**src/rtl/ftm_buf_pkg.sv**
```systemverilog
// Shared constants, shape-word layout and FSM encoding for the feature-map buffer writer.
// Imported by ftm_wr_addr_gen and ftm_buffer_writer.
package ftm_buf_pkg;

    localparam int N_BUF_X_DEF    = 10;
    localparam int B_BUF_ADDR_DEF = 9;
    localparam int B_SHAPE_DEF    = 25;
    localparam int DATA_WIDTH_DEF = 64;

    localparam int SHP_W_LSB  = 0;
    localparam int SHP_W_BITS = 9;
    localparam int SHP_H_LSB  = 9;
    localparam int SHP_H_BITS = 9;
    localparam int SHP_C_LSB  = 18;
    localparam int SHP_C_BITS = 7;

    // Column depth (n_wrap_c*h) and whole-frame depth widths
    localparam int B_COL   = SHP_H_BITS + SHP_C_BITS;
    localparam int B_FRAME = B_COL + SHP_W_BITS;

    typedef struct packed {
        logic [SHP_C_BITS-1:0] c;
        logic [SHP_H_BITS-1:0] h;
        logic [SHP_W_BITS-1:0] w;
    } shape_t;

    typedef enum logic [2:0] {
        ST_IDLE       = 3'd0,
        ST_SETUP      = 3'd1,
        ST_WAIT_SPACE = 3'd2,
        ST_WRITE      = 3'd3,
        ST_COMMIT     = 3'd4
    } wr_state_t;

    function automatic logic shape_is_empty(input shape_t s);
        return (s.w == '0) || (s.h == '0) || (s.c == '0);
    endfunction

endpackage

```
**src/rtl/ftm_buffer_writer_if.sv**
```systemverilog
// Word-stream handshake into the buffer writer: master drives data, slave returns ready.
interface ftm_buffer_writer_if #(
    parameter int DATA_WIDTH = 64
);
    logic                  s_valid;
    logic                  s_ready;
    logic [DATA_WIDTH-1:0] s_data;
    logic                  s_last;

    modport master (
        output s_valid,
        output s_data,
        output s_last,
        input  s_ready
    );

    modport slave (
        input  s_valid,
        input  s_data,
        input  s_last,
        output s_ready
    );
endinterface

```
**src/rtl/ftm_wr_addr_gen.sv**
```systemverilog
// Walks the frame in stream order (c, y, then x) and produces bank one-hot and bank address
// for the current word: addr = base_ptr + col_base + lin, wrapping at the bank depth.
module ftm_wr_addr_gen
    import ftm_buf_pkg::*;
#(
    parameter int N_BUF_X    = N_BUF_X_DEF,
    parameter int B_BUF_ADDR = B_BUF_ADDR_DEF
) (
    input  logic                  clk,
    input  logic                  rst,
    input  logic                  clear,
    input  logic                  advance,
    input  logic [B_COL-1:0]      col_size,
    input  logic [SHP_W_BITS-1:0] w,
    input  logic [B_BUF_ADDR-1:0] base_ptr,
    output logic [N_BUF_X-1:0]    bank_onehot,
    output logic [B_BUF_ADDR-1:0] addr,
    output logic                  last
);

    localparam int XR_W = (N_BUF_X > 1) ? $clog2(N_BUF_X) : 1;

    logic [B_COL-1:0]      lin_reg;
    logic [XR_W-1:0]       x_rem_reg;
    logic [SHP_W_BITS-1:0] x_reg;
    logic [B_BUF_ADDR-1:0] col_base_reg;
    logic                  col_end;

    assign col_end = (lin_reg == col_size - B_COL'(1));

    always_ff @(posedge clk) begin
        if (rst || clear) begin
            lin_reg      <= '0;
            x_rem_reg    <= '0;
            x_reg        <= '0;
            col_base_reg <= '0;
        end else if (advance) begin
            if (col_end) begin
                lin_reg <= '0;
                x_reg   <= x_reg + SHP_W_BITS'(1);
                // After the last bank the next column lands one column-depth further down
                if (x_rem_reg == XR_W'(N_BUF_X - 1)) begin
                    x_rem_reg    <= '0;
                    col_base_reg <= col_base_reg + col_size[B_BUF_ADDR-1:0];
                end else begin
                    x_rem_reg <= x_rem_reg + XR_W'(1);
                end
            end else begin
                lin_reg <= lin_reg + B_COL'(1);
            end
        end
    end

    generate
        for (genvar gi = 0; gi < N_BUF_X; gi++) begin : g_bank_sel
            assign bank_onehot[gi] = (x_rem_reg == XR_W'(gi));
        end
    endgenerate

    assign addr = base_ptr + col_base_reg + lin_reg[B_BUF_ADDR-1:0];
    assign last = col_end && (x_reg == w - SHP_W_BITS'(1));

endmodule

```
**src/rtl/ftm_buffer_writer.sv**
```systemverilog
// Write side of the banked feature-map ring buffer; the frame is committed by one wptr step.
// Optional build macro FTM_WR_LAST_CHECK_EN: checks s_last against the shape and flags err.
module ftm_buffer_writer
    import ftm_buf_pkg::*;
#(
    parameter int N_BUF_X    = N_BUF_X_DEF,
    parameter int B_BUF_ADDR = B_BUF_ADDR_DEF,
    parameter int B_SHAPE    = B_SHAPE_DEF,
    parameter int DATA_WIDTH = DATA_WIDTH_DEF
) (
    input  logic                           clk,
    input  logic                           rst,
    input  logic                           start,
    input  logic [B_SHAPE-1:0]             ftm_shape,
    output logic                           busy,
    output logic                           done,
    ftm_buffer_writer_if.slave             s,
    output logic [N_BUF_X-1:0]             wr_en,
    output logic [B_BUF_ADDR*N_BUF_X-1:0]  wr_addr,
    output logic [DATA_WIDTH-1:0]          wr_data,
    input  logic [B_BUF_ADDR-1:0]          rptr,
    output logic [B_BUF_ADDR-1:0]          wptr,
    output logic                           err
);

    localparam int B_SX = SHP_W_BITS + $clog2(N_BUF_X + 1);

    wr_state_t                      state_reg;
    shape_t                         shape_in;
    shape_t                         shape_reg;
    logic [B_COL-1:0]               col_size_reg;
    logic [B_FRAME-1:0]             frame_size_reg;
    logic [B_SX-1:0]                setup_x_reg;
    logic [B_SX-1:0]                setup_x_next;
    logic                           setup_first_reg;
    logic                           busy_reg;
    logic                           done_reg;
    logic                           s_ready_reg;
    logic [N_BUF_X-1:0]             wr_en_reg;
    logic [B_BUF_ADDR*N_BUF_X-1:0]  wr_addr_reg;
    logic [B_BUF_ADDR*N_BUF_X-1:0]  wr_addr_next;
    logic [DATA_WIDTH-1:0]          wr_data_reg;
    logic [B_BUF_ADDR-1:0]          wptr_reg;
    logic [B_BUF_ADDR-1:0]          free_slots;
    logic                           space_ok;
    logic                           xfer;
    logic                           gen_clear;
    logic                           gen_last;
    logic [N_BUF_X-1:0]             bank_onehot;
    logic [B_BUF_ADDR-1:0]          gen_addr;

    assign shape_in = shape_t'(ftm_shape);

    // One slot stays empty so that wptr == rptr always means "buffer empty"
    assign free_slots   = rptr - wptr_reg - B_BUF_ADDR'(1);
    assign space_ok     = (frame_size_reg <= B_FRAME'(free_slots));
    assign xfer         = s.s_valid && s_ready_reg;
    assign gen_clear    = (state_reg == ST_SETUP);
    assign setup_x_next = setup_x_reg + B_SX'(N_BUF_X);

    ftm_wr_addr_gen #(
        .N_BUF_X    (N_BUF_X),
        .B_BUF_ADDR (B_BUF_ADDR)
    ) u_addr_gen (
        .clk         (clk),
        .rst         (rst),
        .clear       (gen_clear),
        .advance     (xfer),
        .col_size    (col_size_reg),
        .w           (shape_reg.w),
        .base_ptr    (wptr_reg),
        .bank_onehot (bank_onehot),
        .addr        (gen_addr),
        .last        (gen_last)
    );

    generate
        for (genvar gi = 0; gi < N_BUF_X; gi++) begin : g_lane_addr
            assign wr_addr_next[gi*B_BUF_ADDR +: B_BUF_ADDR] = bank_onehot[gi] ? gen_addr : '0;
        end
    endgenerate

    always_ff @(posedge clk) begin
        if (rst) begin
            state_reg       <= ST_IDLE;
            shape_reg       <= '0;
            col_size_reg    <= '0;
            frame_size_reg  <= '0;
            setup_x_reg     <= '0;
            setup_first_reg <= 1'b0;
            busy_reg        <= 1'b0;
            done_reg        <= 1'b0;
            s_ready_reg     <= 1'b0;
            wr_en_reg       <= '0;
            wr_addr_reg     <= '0;
            wr_data_reg     <= '0;
            wptr_reg        <= '0;
        end else begin
            done_reg    <= 1'b0;
            wr_en_reg   <= '0;
            wr_addr_reg <= '0;
            case (state_reg)
                ST_IDLE: begin
                    if (start) begin
                        shape_reg <= shape_in;
                        if (shape_is_empty(shape_in)) begin
                            done_reg <= 1'b1;
                        end else begin
                            busy_reg        <= 1'b1;
                            setup_first_reg <= 1'b1;
                            state_reg       <= ST_SETUP;
                        end
                    end
                end
                ST_SETUP: begin
                    if (setup_first_reg) begin
                        setup_first_reg <= 1'b0;
                        col_size_reg    <= B_COL'(shape_reg.c) * B_COL'(shape_reg.h);
                        frame_size_reg  <= '0;
                        setup_x_reg     <= '0;
                    end else begin
                        // One column-depth per group of N_BUF_X columns, i.e. ceil(w/N_BUF_X) adds
                        frame_size_reg <= frame_size_reg + B_FRAME'(col_size_reg);
                        setup_x_reg    <= setup_x_next;
                        if (setup_x_next >= B_SX'(shape_reg.w)) begin
                            state_reg <= ST_WAIT_SPACE;
                        end
                    end
                end
                ST_WAIT_SPACE: begin
                    if (space_ok) begin
                        s_ready_reg <= 1'b1;
                        state_reg   <= ST_WRITE;
                    end
                end
                ST_WRITE: begin
                    if (xfer) begin
                        wr_en_reg   <= bank_onehot;
                        wr_addr_reg <= wr_addr_next;
                        wr_data_reg <= s.s_data;
                        if (gen_last) begin
                            s_ready_reg <= 1'b0;
                            state_reg   <= ST_COMMIT;
                        end
                    end
                end
                ST_COMMIT: begin
                    // Publishing wptr one cycle after the final write keeps the reader off uncommitted data
                    wptr_reg  <= wptr_reg + frame_size_reg[B_BUF_ADDR-1:0];
                    done_reg  <= 1'b1;
                    busy_reg  <= 1'b0;
                    state_reg <= ST_IDLE;
                end
                default: state_reg <= ST_IDLE;
            endcase
        end
    end

`ifdef FTM_WR_LAST_CHECK_EN
    logic err_reg;

    always_ff @(posedge clk) begin
        if (rst) begin
            err_reg <= 1'b0;
        end else if (xfer && (s.s_last != gen_last)) begin
            err_reg <= 1'b1;
        end
    end

    assign err = err_reg;
`else
    assign err = 1'b0;
`endif

    assign busy      = busy_reg;
    assign done      = done_reg;
    assign s.s_ready = s_ready_reg;
    assign wr_en     = wr_en_reg;
    assign wr_addr   = wr_addr_reg;
    assign wr_data   = wr_data_reg;
    assign wptr      = wptr_reg;

endmodule

```
**src/flat_wrapper.sv**
```systemverilog
// flat-port wrapper written by rule: the top's interface ports become plain ports
module ftm_buffer_writer_flat import ftm_buf_pkg::*;
#(
    parameter int N_BUF_X    = N_BUF_X_DEF,
    parameter int B_BUF_ADDR = B_BUF_ADDR_DEF,
    parameter int B_SHAPE    = B_SHAPE_DEF,
    parameter int DATA_WIDTH = DATA_WIDTH_DEF
)
  (clk, rst, start, ftm_shape, busy, done, wr_en, wr_addr, wr_data, rptr, wptr, err, s_s_valid, s_s_data, s_s_last, s_s_ready);
  ftm_buffer_writer_if #(.DATA_WIDTH(DATA_WIDTH)) s_i ();
  input  logic clk;
  input  logic rst;
  input  logic start;
  input  logic [B_SHAPE-1:0] ftm_shape;
  output logic busy;
  output logic done;
  output logic [N_BUF_X-1:0] wr_en;
  output logic [B_BUF_ADDR*N_BUF_X-1:0] wr_addr;
  output logic [DATA_WIDTH-1:0] wr_data;
  input  logic [B_BUF_ADDR-1:0] rptr;
  output logic [B_BUF_ADDR-1:0] wptr;
  output logic err;
  input wire logic [$bits(s_i.s_valid)-1:0] s_s_valid;
  input wire logic [$bits(s_i.s_data)-1:0] s_s_data;
  input wire logic [$bits(s_i.s_last)-1:0] s_s_last;
  output wire logic [$bits(s_i.s_ready)-1:0] s_s_ready;
  assign s_i.s_valid = s_s_valid;
  assign s_i.s_data = s_s_data;
  assign s_i.s_last = s_s_last;
  assign s_s_ready = s_i.s_ready;
  ftm_buffer_writer #(.N_BUF_X(N_BUF_X), .B_BUF_ADDR(B_BUF_ADDR), .B_SHAPE(B_SHAPE), .DATA_WIDTH(DATA_WIDTH)) u_core (.clk(clk), .rst(rst), .start(start), .ftm_shape(ftm_shape), .busy(busy), .done(done), .s(s_i), .wr_en(wr_en), .wr_addr(wr_addr), .wr_data(wr_data), .rptr(rptr), .wptr(wptr), .err(err));
endmodule
```
**config.mk**
```make
export PLATFORM = sky130hd
export DESIGN_NAME = ftm_buffer_writer_flat
export DESIGN_NICKNAME = d
export VERILOG_FILES = /design/src/rtl/ftm_buf_pkg.sv /design/src/rtl/ftm_buffer_writer_if.sv /design/src/rtl/ftm_wr_addr_gen.sv /design/src/rtl/ftm_buffer_writer.sv /design/src/flat_wrapper.sv
export SDC_FILE = /design/constraint.sdc
export NUM_CORES = 1
export LEC_CHECK = 0
export ABC_AREA = 1
export ABC_CLOCK_PERIOD_IN_PS = 6200
export CORE_MARGIN = 2
export CORE_UTILIZATION = 50
export DETAILED_ROUTE_END_ITERATION = 6
export PLACE_DENSITY = 0.76
export RECOVER_POWER = 100
export SLEW_MARGIN = 30
export SYNTH_ARGS = -nofsm -noshare
export SYNTH_HDL_FRONTEND = slang
export SYNTH_SLANG_ARGS = --single-unit
```
**constraint.sdc**
```tcl
create_clock -name clk -period 6.2 [get_ports clk]
set_clock_uncertainty 0.2 [all_clocks]
set_input_delay 1.24 -clock clk [delete_from_list [all_inputs] [get_ports clk]]
set_output_delay 1.24 -clock clk [all_outputs]
set_load 0.02 [all_outputs]
```
==> impl.org, run 1 <==
** Clocking
- Once the clock tree was built, the resizer swapped 0 gates to a different size.
- Clock-pin slew was measured on the worst setup and hold paths at roughly 0.060 ns.
- In this run the clock root is driven by a sky130_fd_sc_hd__clkbuf_16.
- Clock tree from TritonCTS :: done
- Number of post-CTS setup repair buffers :: 0
- CTS built an H-tree with a depth of 1.
- Later-pin clock latency in the skew report :: 0.58 ns
- Number of buffers added by the clock tree synthesis step :: 31
- Largest buffer count on any clock path :: 3
- The clock drives just under 300 sinks.
- Number of hold-repair buffers added at the cts stage :: 0

** Hold path
- The worst hold path begins at u_core.u_addr_gen.col_base_reg[0]$_SDFFE_PP0P_.
- Hold crit path type :: flop to flop
- End point of the worst hold path :: u_core.u_addr_gen.col_base_reg[0]$_SDFFE_PP0P_
- Number of cells traversed by the worst hold path :: 2

** Run status
- Run status :: finished with violations
- Violations in the final reports :: capacitance limit, slew limit

** GRT
- The layer flagged by global routing as most heavily used is met2.
- Global Route met3 Usage :: under 10%
- For this run, the total global-route usage over all layers was measured as roughly a quarter.
- The initial antenna violation count came to 1.
- After global routing the overflow that remains totals 0.
- Entering global routing, the biggest net connects 66 pins.
- Wire length of the first global-routing pass :: approximately 70000 um
- Met1 Resource Use GR :: between 30% and 40%
- The number of global-route vias before repair is approximately 14000.
- Met2 track demand over resource in global routing :: a little under half

** Drt
- Dividing the detail-routed via count by the number of cells gives 5.10.
- Detailed Routing Iterations Pass 1 :: 5
- First DRT Iteration DRCs :: 705
- Vias :: 14350
- Dividing the detail-routed wire length by the instance count gives roughly 15 um.
- For this run, design rule violations remaining after detail routing come to 0.
- Summed over all layers, the routed wires come to around 42000 um.
- The detail route stage leaves a number of antenna-violating nets equal to 0.

** Logic synthesis
- Dominant register cell in the synthesized netlist :: sky130_fd_sc_hd__dfxtp_1
- For this run, the number of Yosys warnings is 0.
- FFs w/ async S/R, synth :: 0%
- Number of instances in the synthesized netlist :: 2131
- A synthesized cell averages 7.41 um2.
- Number of enable flip-flop cells after synthesis :: 0
- The share of the Yosys chip area taken by registers is 37.5%.
- The number of nets in the synthesized netlist is 2384.
- The synthesized netlist contains 48 unique library cells.
- Total of flip-flops plus latches after synthesis :: 296
- Synthesized cell area :: 0.0158 mm2

** Floorplanning
- Io pins :: 280
- Vertical die dimension :: 182 um
- Std cell rows :: 65
- Width of the die :: 182 um
- For this configuration, the core starts out at a cell density of 50.4%.
- The die covers 0.0330 mm2.
- The region available for standard cell placement spans approximately 0.031 mm2.

** Final layout
- For this run, the number of standard cells in the final layout without fillers is approximately 2800.
- The register with the most flip-flops in the layout has 90 of them.
- Relative to the synthesized area, the layout overhead comes to 26.5%.
- Share of the core filled with cells :: a little under two thirds
- Area taken by multi-input logic gates :: 0.00857 mm2
- The sequential cells in the finished layout cover a total of 0.00593 mm2.
- Final Net Count :: between 2000 and 3000
- Filler Cells Inserted :: between 2000 and 3000
- Fraction of layout cells with a size suffix above 1 :: about 3.6%

** Setup path
- Measured in cells, the most critical reg-to-reg path has a length of 16.
- Crit-path cells :: clkdlybuf4s50_1 > nand2_1 > nor2_4 > clkbuf_1 > inv_2 > nor2_2 > nand2_1 > nor2_1 > clkinv_1 > nor2_1
- Together, buffers and inverters on the worst path number 4.
- Crit path required time :: around 6.5 ns
- By startpoint and endpoint, the worst setup path is classified as input port to flop.
- The critical path crosses 10 cells after its start point.
- In this run the critical register-to-register path is launched from u_core.shape_reg[24]$_SDFFE_PP0P_.
- In this run the register-to-register setup slack is 1.58 ns.
- Capturing element type of the critical path :: flop
- Critical Path AT :: around 5.5 ns
- Crit path max-delay family :: buffers and inverters
- The largest single stage delay on the critical path is 1.78 ns.
- In this run the worst path has a maximum fanout of 65.
- STA classifies the critical path startpoint as an input port.
- Endpoint of the worst register-to-register path :: u_core.col_size_reg[11]$_SDFFE_PP0P_
- The slowest stage of the critical path belongs to the cell sky130_fd_sc_hd__clkbuf_1.

** Placement
- Detailed placement finished with a half-perimeter wire length of 32700 um.
- Setup WS pre-CTS :: between 0.8 and 0.9 ns
- I/O Buffers :: about 280
- Final RePlAce weighted congestion :: approximately 0.9
- The number of placed instances, taps included, is approximately 2800.

** Timing
- Highest Clock Rate :: 193 MHz
- Accumulated negative setup slack :: 0 ns
- Fin crit share :: a little over four fifths
- Hold Vio Cnt, Final :: 0
- Total setup violations reported at the end of the flow :: 0
- Unrepaired setup endpoints after global routing :: false
- Number of max-slew violations in the final report :: around 150
- Worst slew slack as a fraction of its limit :: -68.0%
- The worst path meets setup with roughly 1.0 ns of slack.
- Time the worst path needs with I/O delays and setup :: roughly 5.2 ns
- Worst slew pin tran :: 2.52 ns

** Power
- Power comes to 5.22 mW.
- Summed over all cells, the static leakage comes to just under 10 nW.
- Cell Pwr Density :: 261 mW/mm2
- Across the VDD grid, the largest voltage drop is between 0.0002 and 0.00025 V.

** Job
- The tool flagged a number of max-cap violations equal to 3.
area by class of cell:
class,count,area share [%]
Multi-Input combinational cell,1486,42.9
Sequential cell,296,29.7
Timing Repair Buffer,285,14.1
Inverter,288,5.42
Clock buffer,38,4.17
Tap cell,402,2.52
Clock inverter,19,1.28
Antenna cell,1,0.0125
per-stage QoR:
| stage | hold WS (ns) | cell area, um2 |
|---|---|---|
| final | 0.292 | 20000 |
| after CTS | 0.292 | 20000 |
| after detailed placement | 0.281 | 18900 |
| after global routing | 0.302 | 20000 |
| after global placement | 0.268 | 18900 |
| after floorplan | 0.256 | 15800 |
worst register-to-register path, delay by kind of cell, from the launching register on:
family | cells | cell delay [ns]
fa+ha+maj | 5 | 2.45
compound gates | 7 | 1.00
flops | 1 | 0.54
simple gates | 1 | 0.14
buf+inv | 3 | 0.14
cells in the mapped netlist, types with 2 or more instances:
cell type                  number  area, um2
sky130_fd_sc_hd__o21bai_1       7       52.6
sky130_fd_sc_hd__o22ai_1       16        100
sky130_fd_sc_hd__nor3_1        27        135
sky130_fd_sc_hd__o21ai_0      171        856
sky130_fd_sc_hd__buf_2          3       15.0
sky130_fd_sc_hd__buf_4          2       15.0
sky130_fd_sc_hd__clkinv_1       8       30.0
sky130_fd_sc_hd__a21o_1         7       52.6
sky130_fd_sc_hd__nor2_2         4       25.0
sky130_fd_sc_hd__fa_1          47        941
sky130_fd_sc_hd__nand4_1       26        163
sky130_fd_sc_hd__nand3_2        3       30.0
sky130_fd_sc_hd__buf_1          2       7.51
sky130_fd_sc_hd__ha_1         103       1290
sky130_fd_sc_hd__and3_1         2       12.5
sky130_fd_sc_hd__nor2_1       388       1460
sky130_fd_sc_hd__xor2_1        47        412
sky130_fd_sc_hd__nand2_4        2       22.5
sky130_fd_sc_hd__nand3_1       76        380
sky130_fd_sc_hd__clkbuf_1      53        199
sky130_fd_sc_hd__xnor2_1       28        245
sky130_fd_sc_hd__nor2_4         5       56.3
sky130_fd_sc_hd__a21oi_1      124        621
sky130_fd_sc_hd__inv_1        269       1010
sky130_fd_sc_hd__inv_2         10       37.5
sky130_fd_sc_hd__nor4_1         5       31.3
sky130_fd_sc_hd__nand2_1      367       1380
sky130_fd_sc_hd__o211ai_1       2       15.0
sky130_fd_sc_hd__o21a_1         4       30.0
sky130_fd_sc_hd__dfxtp_1      296       5930
sky130_fd_sc_hd__or2_2          2       12.5
sky130_fd_sc_hd__nor2_8         2       40.0
sky130_fd_sc_hd__nand3b_1       6       45.0
sky130_fd_sc_hd__and2_1         2       12.5
sky130_fd_sc_hd__a31oi_1        2       12.5
cells by family (layout without fill, tap and decap cells):
family          count (synthesis)  after routing  share of synthesized area [%]
other cells                     1              2                         0.0238
simple gates                  921            921                           24.3
xor+xnor                       76             76                           4.26
fa+ha+maj                     150            150                           14.1
compound gates                338            338                           11.3
flops                         296            296                           37.5
buf+inv                       349            630                           8.43
cells in the final DEF, fill, tap and decap left out, drive strengths merged, types with 2 or more instances in the layout:
master / netlist / routed
o22ai: 16 / 16
clkbuf: 53 / 45
xor2: 48 / 48
nor4: 5 / 5
dlygate4sd3: 0 / 178
and3: 2 / 2
o21bai: 7 / 7
a31oi: 2 / 2
o21a: 4 / 4
inv: 279 / 282
clkdlybuf4s50: 0 / 99
nor2: 399 / 399
a21oi: 124 / 124
or2: 2 / 2
a21o: 7 / 7
nand3b: 6 / 6
o21ai: 171 / 171
nand2: 370 / 370
bufinv: 0 / 5
dfxtp: 296 / 296
clkinv: 9 / 19
nand3: 79 / 79
nor3: 29 / 29
fa: 47 / 47
ha: 103 / 103
xnor2: 28 / 28
and2: 2 / 2
o211ai: 2 / 2
nand4: 26 / 26
worst max path at each step:
| stage | from | end | slack [ns] |
|---|---|---|---|
| 3_5_place_dp | rptr[0] | u_core.state_reg[1]$_SDFFE_PP0P_ | 0.89 |
| 4_1_cts | rptr[0] | u_core.state_reg[1]$_SDFFE_PP0P_ | 1.50 |
| 2_1_floorplan | u_core.shape_reg[24]$_SDFFE_PP0P_ | u_core.col_size_reg[11]$_SDFFE_PP0P_ | 1.83 |
| 5_1_grt | s_s_valid | u_core.wr_addr[65]$_SDFF_PP0_ | 0.67 |
| 3_3_place_gp | rptr[0] | u_core.state_reg[1]$_SDFFE_PP0P_ | 1.0 |
| 6_report | s_s_valid | u_core.wr_addr[52]$_SDFF_PP0_ | 1.02 |
routing by layer:
layer	routed length (um)	vias to the layer above
li1	-	7286
met1	18100	6543
met2	20100	454
met3	3200	67
met4	998	0
met5	0	-
power breakdown:
part | switching [mW] | internal, mW | leakage (nW)
registers | 0.134 | 1.99 | 2.39
logic | 0.711 | 0.416 | 6.68
clock network | 0.798 | 1.17 | 0.538
No activity file was read; power rests on OpenSTA's default activity.
==> run 2: changes to the inputs <==
--- a/config.mk
+++ b/config.mk
@@ -6,7 +6,7 @@
 export NUM_CORES = 1
 export LEC_CHECK = 0
 export ABC_AREA = 1
-export ABC_CLOCK_PERIOD_IN_PS = 6200
+export ABC_CLOCK_PERIOD_IN_PS = 4850
 export CORE_MARGIN = 2
 export CORE_UTILIZATION = 50
 export DETAILED_ROUTE_END_ITERATION = 6
==> constraint.sdc (replaced) <==
create_clock -name clk -period 4.85 [get_ports clk]
set_clock_uncertainty 0.2 [all_clocks]
set_input_delay 0.97 -clock clk [delete_from_list [all_inputs] [get_ports clk]]
set_output_delay 0.97 -clock clk [all_outputs]
set_load 0.02 [all_outputs]
==> impl.org, run 2 (synthesis results as in run 1) <==
** Run status
- Run status :: finished with violations (unchanged)
- Violations in the final reports :: capacitance limit, slew limit (unchanged)

** Timing
- Unrepaired setup endpoints after global routing: false (unchanged).
- The final-report max-slew violation count is 100 (was 146).
- The headroom to the max-slew limit came to -16.4% (was -68.0%).
- Worst hold-check slack :: 0.289 ns (was 0.292 ns)
- Based on the critical path, the design can be clocked at up to ~220 MHz.
- Time the worst path needs with I/O delays and setup :: around 4.5 ns
- The count of endpoints failing hold in the final timing report is 0 (unchanged).
- The worst path uses 93.7% of the clock period.
- Worst slew pin tran :: 1.75 ns (was 2.52 ns)
- The total setup violations reported at the end of the flow was 0 (unchanged).
- The final setup TNS was 0 ns (unchanged).

** Clocking
- Number of H-tree levels :: 1 (unchanged)
- The clock latency reported for the late side of the worst-skew pair was 0.58 ns (about the same).
- Number of post-CTS setup repair buffers :: 0 (unchanged)
- Clock tree from TritonCTS :: done (unchanged)
- Count of instances resized after the clock tree is built :: 0 (unchanged)
- Clk root buf :: sky130_fd_sc_hd__clkbuf_16 (unchanged)
- # clock sinks :: 296 (unchanged)
- Post-CTS clock slew at the launch and capture registers of the worst setup and hold paths :: 0.06 ns (about the same)
- The number of buffers inserted for hold repair after clock tree synthesis came to 0 (unchanged).
- The number of buffers on the longest clock path was 3 (unchanged).
- Number of buffers added by the clock tree synthesis step :: 31 (unchanged)

** GRT
- The initial antenna violation count came to 1 (unchanged).
- Met2 track demand over resource in global routing :: 45.1% (was 45.5%)
- The met1 routing resource usage after global routing is 30.7% (was 31.5%).
- Global router's overall resource usage :: 25.6% (about the same)
- The number of global-route vias before repair came to 14209 (was 14170).
- Wire length of the first global-routing pass :: 69400 um (was 70000 um)
- Highest-utilization routing layer at the global route stage :: met2 (unchanged)
- The pin count of the biggest net entering global routing is 100 (was 66).
- The residual overflow from global routing was 0 (unchanged).
- Global Route met3 Usage :: 6.04% (was 5.64%)

** Floorplanning
- Area enclosed by the die boundary :: 0.0330 mm2 (unchanged)
- The floorplan row count came to 65 (unchanged).
- Io pins :: 280 (unchanged)
- Core footprint :: 0.0313 mm2 (unchanged)
- The die height was 182 um (unchanged).
- The starting density of the core was 50.4% (unchanged).
- Width of the die :: 182 um (unchanged)

** Power
- Total internal power :: 4.48 mW (was 3.57 mW)
- Cell Pwr Density :: 330 mW/mm2 (was 261 mW/mm2)
- The leakage power figure was 9.55 nW (was 9.61 nW).
- Switching Fraction :: 31.7% (was 31.5%)
- Clock network fraction of design power :: 36.6% (was 37.7%)
- Maximum VDD drop :: 0.000302 V (was 0.000210 V)
- Share of power burned in combinational logic :: 22.1% (was 21.6%)
- The overall power of the completed layout is 6.56 mW (was 5.22 mW).
- The net switching power is 2.08 mW (was 1.64 mW).
- The share of power burned in registers was 41.3% (was 40.6%).

** Setup path
- Crit. Startpoint :: u_core.shape_reg[9]$_SDFFE_PP0P_ (was s_s_valid)
- The sort of element at the end of the critical path was a flop (unchanged).
- Element type at the critical path start :: flop (was input port)
- The highest-delay cell along the critical path is sky130_fd_sc_hd__fa_1 (was sky130_fd_sc_hd__clkbuf_1).
- The endpoint required time on the critical path came to 5.07 ns (was 6.50 ns).
- Highest cell delay on the worst timing path :: 0.55 ns (was 1.78 ns)
- The launching point of the worst reg2reg path is u_core.shape_reg[9]$_SDFFE_PP0P_ (was u_core.shape_reg[24]$_SDFFE_PP0P_).
- Crit-path cells :: nand2_1 > fa_1 > fa_1 > inv_1 > fa_1 > inv_1 > fa_1 > inv_1 > ha_1 > a21oi_1 > o21ai_0 > a21o_1 > a21oi_1 > o21ai_0 > o21ai_0 > o21ai_0 (was clkdlybuf4s50_1 > nand2_1 > nor2_4 > clkbuf_1 > inv_2 > nor2_2 > nand2_1 > nor2_1 > clkinv_1 > nor2_1)
- The worst-path maximum fanout is 8 (was 65).
- Critical Path AT :: 4.77 ns (was 5.47 ns)
- The critical path class is flop to flop (was input port to flop).
- Reg-to-reg setup timing slack :: 0.31 ns (was 1.58 ns)

** Drt
- Vias :: 14522 (was 14350)
- The number of optimization iterations in the first detailed-route pass is 5 (unchanged).
- Antenna-violating nets left :: 0 (unchanged)
- Number of remaining DRC errors :: 0 (unchanged)
- Vias per Instance :: 5.16 (was 5.10)
- The iteration-0 DRC count of the detailed router is 870 (was 705).
- The total length of routed wires was 42500 um (was 42400 um).
- The wire length per cell after detailed routing is 15.1 um (about the same).

** Placement
- I/O Buffers :: 277 (unchanged)
- Placed wire-length estimate after detailed placement :: 32700 um (about the same)
- The cell area after placement was 0.0189 mm2 (about the same).
- Final RePlAce weighted congestion :: 0.921 (was 0.904)
- Placed Instances :: 2760 (was 2757)

** Final layout
- The antenna diode count is 0 (was 1).
- The count of filler cells inserted in the layout was 2681 (was 2638).
- The area growth from synthesis to layout came to 25.8% (was 26.5%).
- The number of nets in the layout came to 2644 (was 2641).
- The post-route cell area came to 0.0199 mm2 (was 0.0200 mm2).
- The layout cell share with drive strength beyond 1 came to 3.44% (was 3.65%).
- Flip-flop count of the largest register, all copies and words added :: 90 (unchanged)
- Final cell count without fillers :: 2817 (was 2815)
- Most used cells in the layout excluding fill and tap cells: sky130_fd_sc_hd__nor2_1 (393), sky130_fd_sc_hd__nand2_1 (369), sky130_fd_sc_hd__dfxtp_1 (293) (was sky130_fd_sc_hd__nor2_1 (387), sky130_fd_sc_hd__nand2_1 (367), sky130_fd_sc_hd__dfxtp_1 (296)).
- Most frequent standard cell in the layout excluding fill and tap cells :: sky130_fd_sc_hd__nor2_1 (unchanged)

** Hold path
- The startpoint of the lowest-slack hold path is u_core.setup_x_reg[12]$_SDFFE_PP0P_ (was u_core.u_addr_gen.col_base_reg[0]$_SDFFE_PP0P_).
- Hold crit path type :: flop to flop (unchanged)

** Job
- The reported max-cap violation count was 1 (was 3).
[run 2: final timing paths]
kind	cells past startpoint	to
hold / removal	2	u_core.setup_x_reg[12]$_SDFFE_PP0P_
hold reg to reg	2	u_core.setup_x_reg[12]$_SDFFE_PP0P_
setup / recovery	16	u_core.col_size_reg[11]$_SDFFE_PP0P_
setup reg to reg	16	u_core.col_size_reg[11]$_SDFFE_PP0P_
[run 2: through the flow]
| step | setup slack [ns] | util [%] |
|---|---|---|
| 3_3_place_gp | 0.0687 | 60.4 |
| 6_report | 0.306 | 63.4 |
| 3_5_place_dp | -0.00209 | 60.4 |
| 2_1_floorplan | 0.480 | - |
| 5_1_grt | 0.0155 | 63.4 |
| 4_1_cts | 0.218 | 63.8 |
[run 2: layer usage]
metal / wire [um] / share of wire, %
met1: 17600 / 41
met4: 1320 / 3.1
met5: 12 / 0.028
met3: 3490 / 8.2
met2: 20100 / 47
[run 2: cell type report]
type	instances	area, um2	share of cell area (%)
timing repair buffer	288	2840	14.3
clock buffer	38	852	4.29
tap	402	503	2.53
sequential	296	5930	29.9
clock inverter	19	191	0.964
multi-input combinational	1486	8470	42.6
inverter	288	1080	5.45
[run 2: worst max-delay path, delay by kind of cell, from the launching register on]
family	cells	cell delay, ns
AO/OA/AOI/OAI	7	0.99
flip-flops	1	0.46
adder cells (fa/ha/maj)	5	2.46
buffers and inverters	3	0.14
AND/OR/NAND/NOR	1	0.13
[run 2: power groups by stage]
stage	combinational [mW]	sequential, mW	clock, mW
floorplan	1.11	2.66	0
global placement	1.42	2.75	0
detailed placement	1.46	2.76	0
CTS	1.47	2.71	2.44
global route	1.69	2.73	2.54
finish	1.45	2.71	2.40
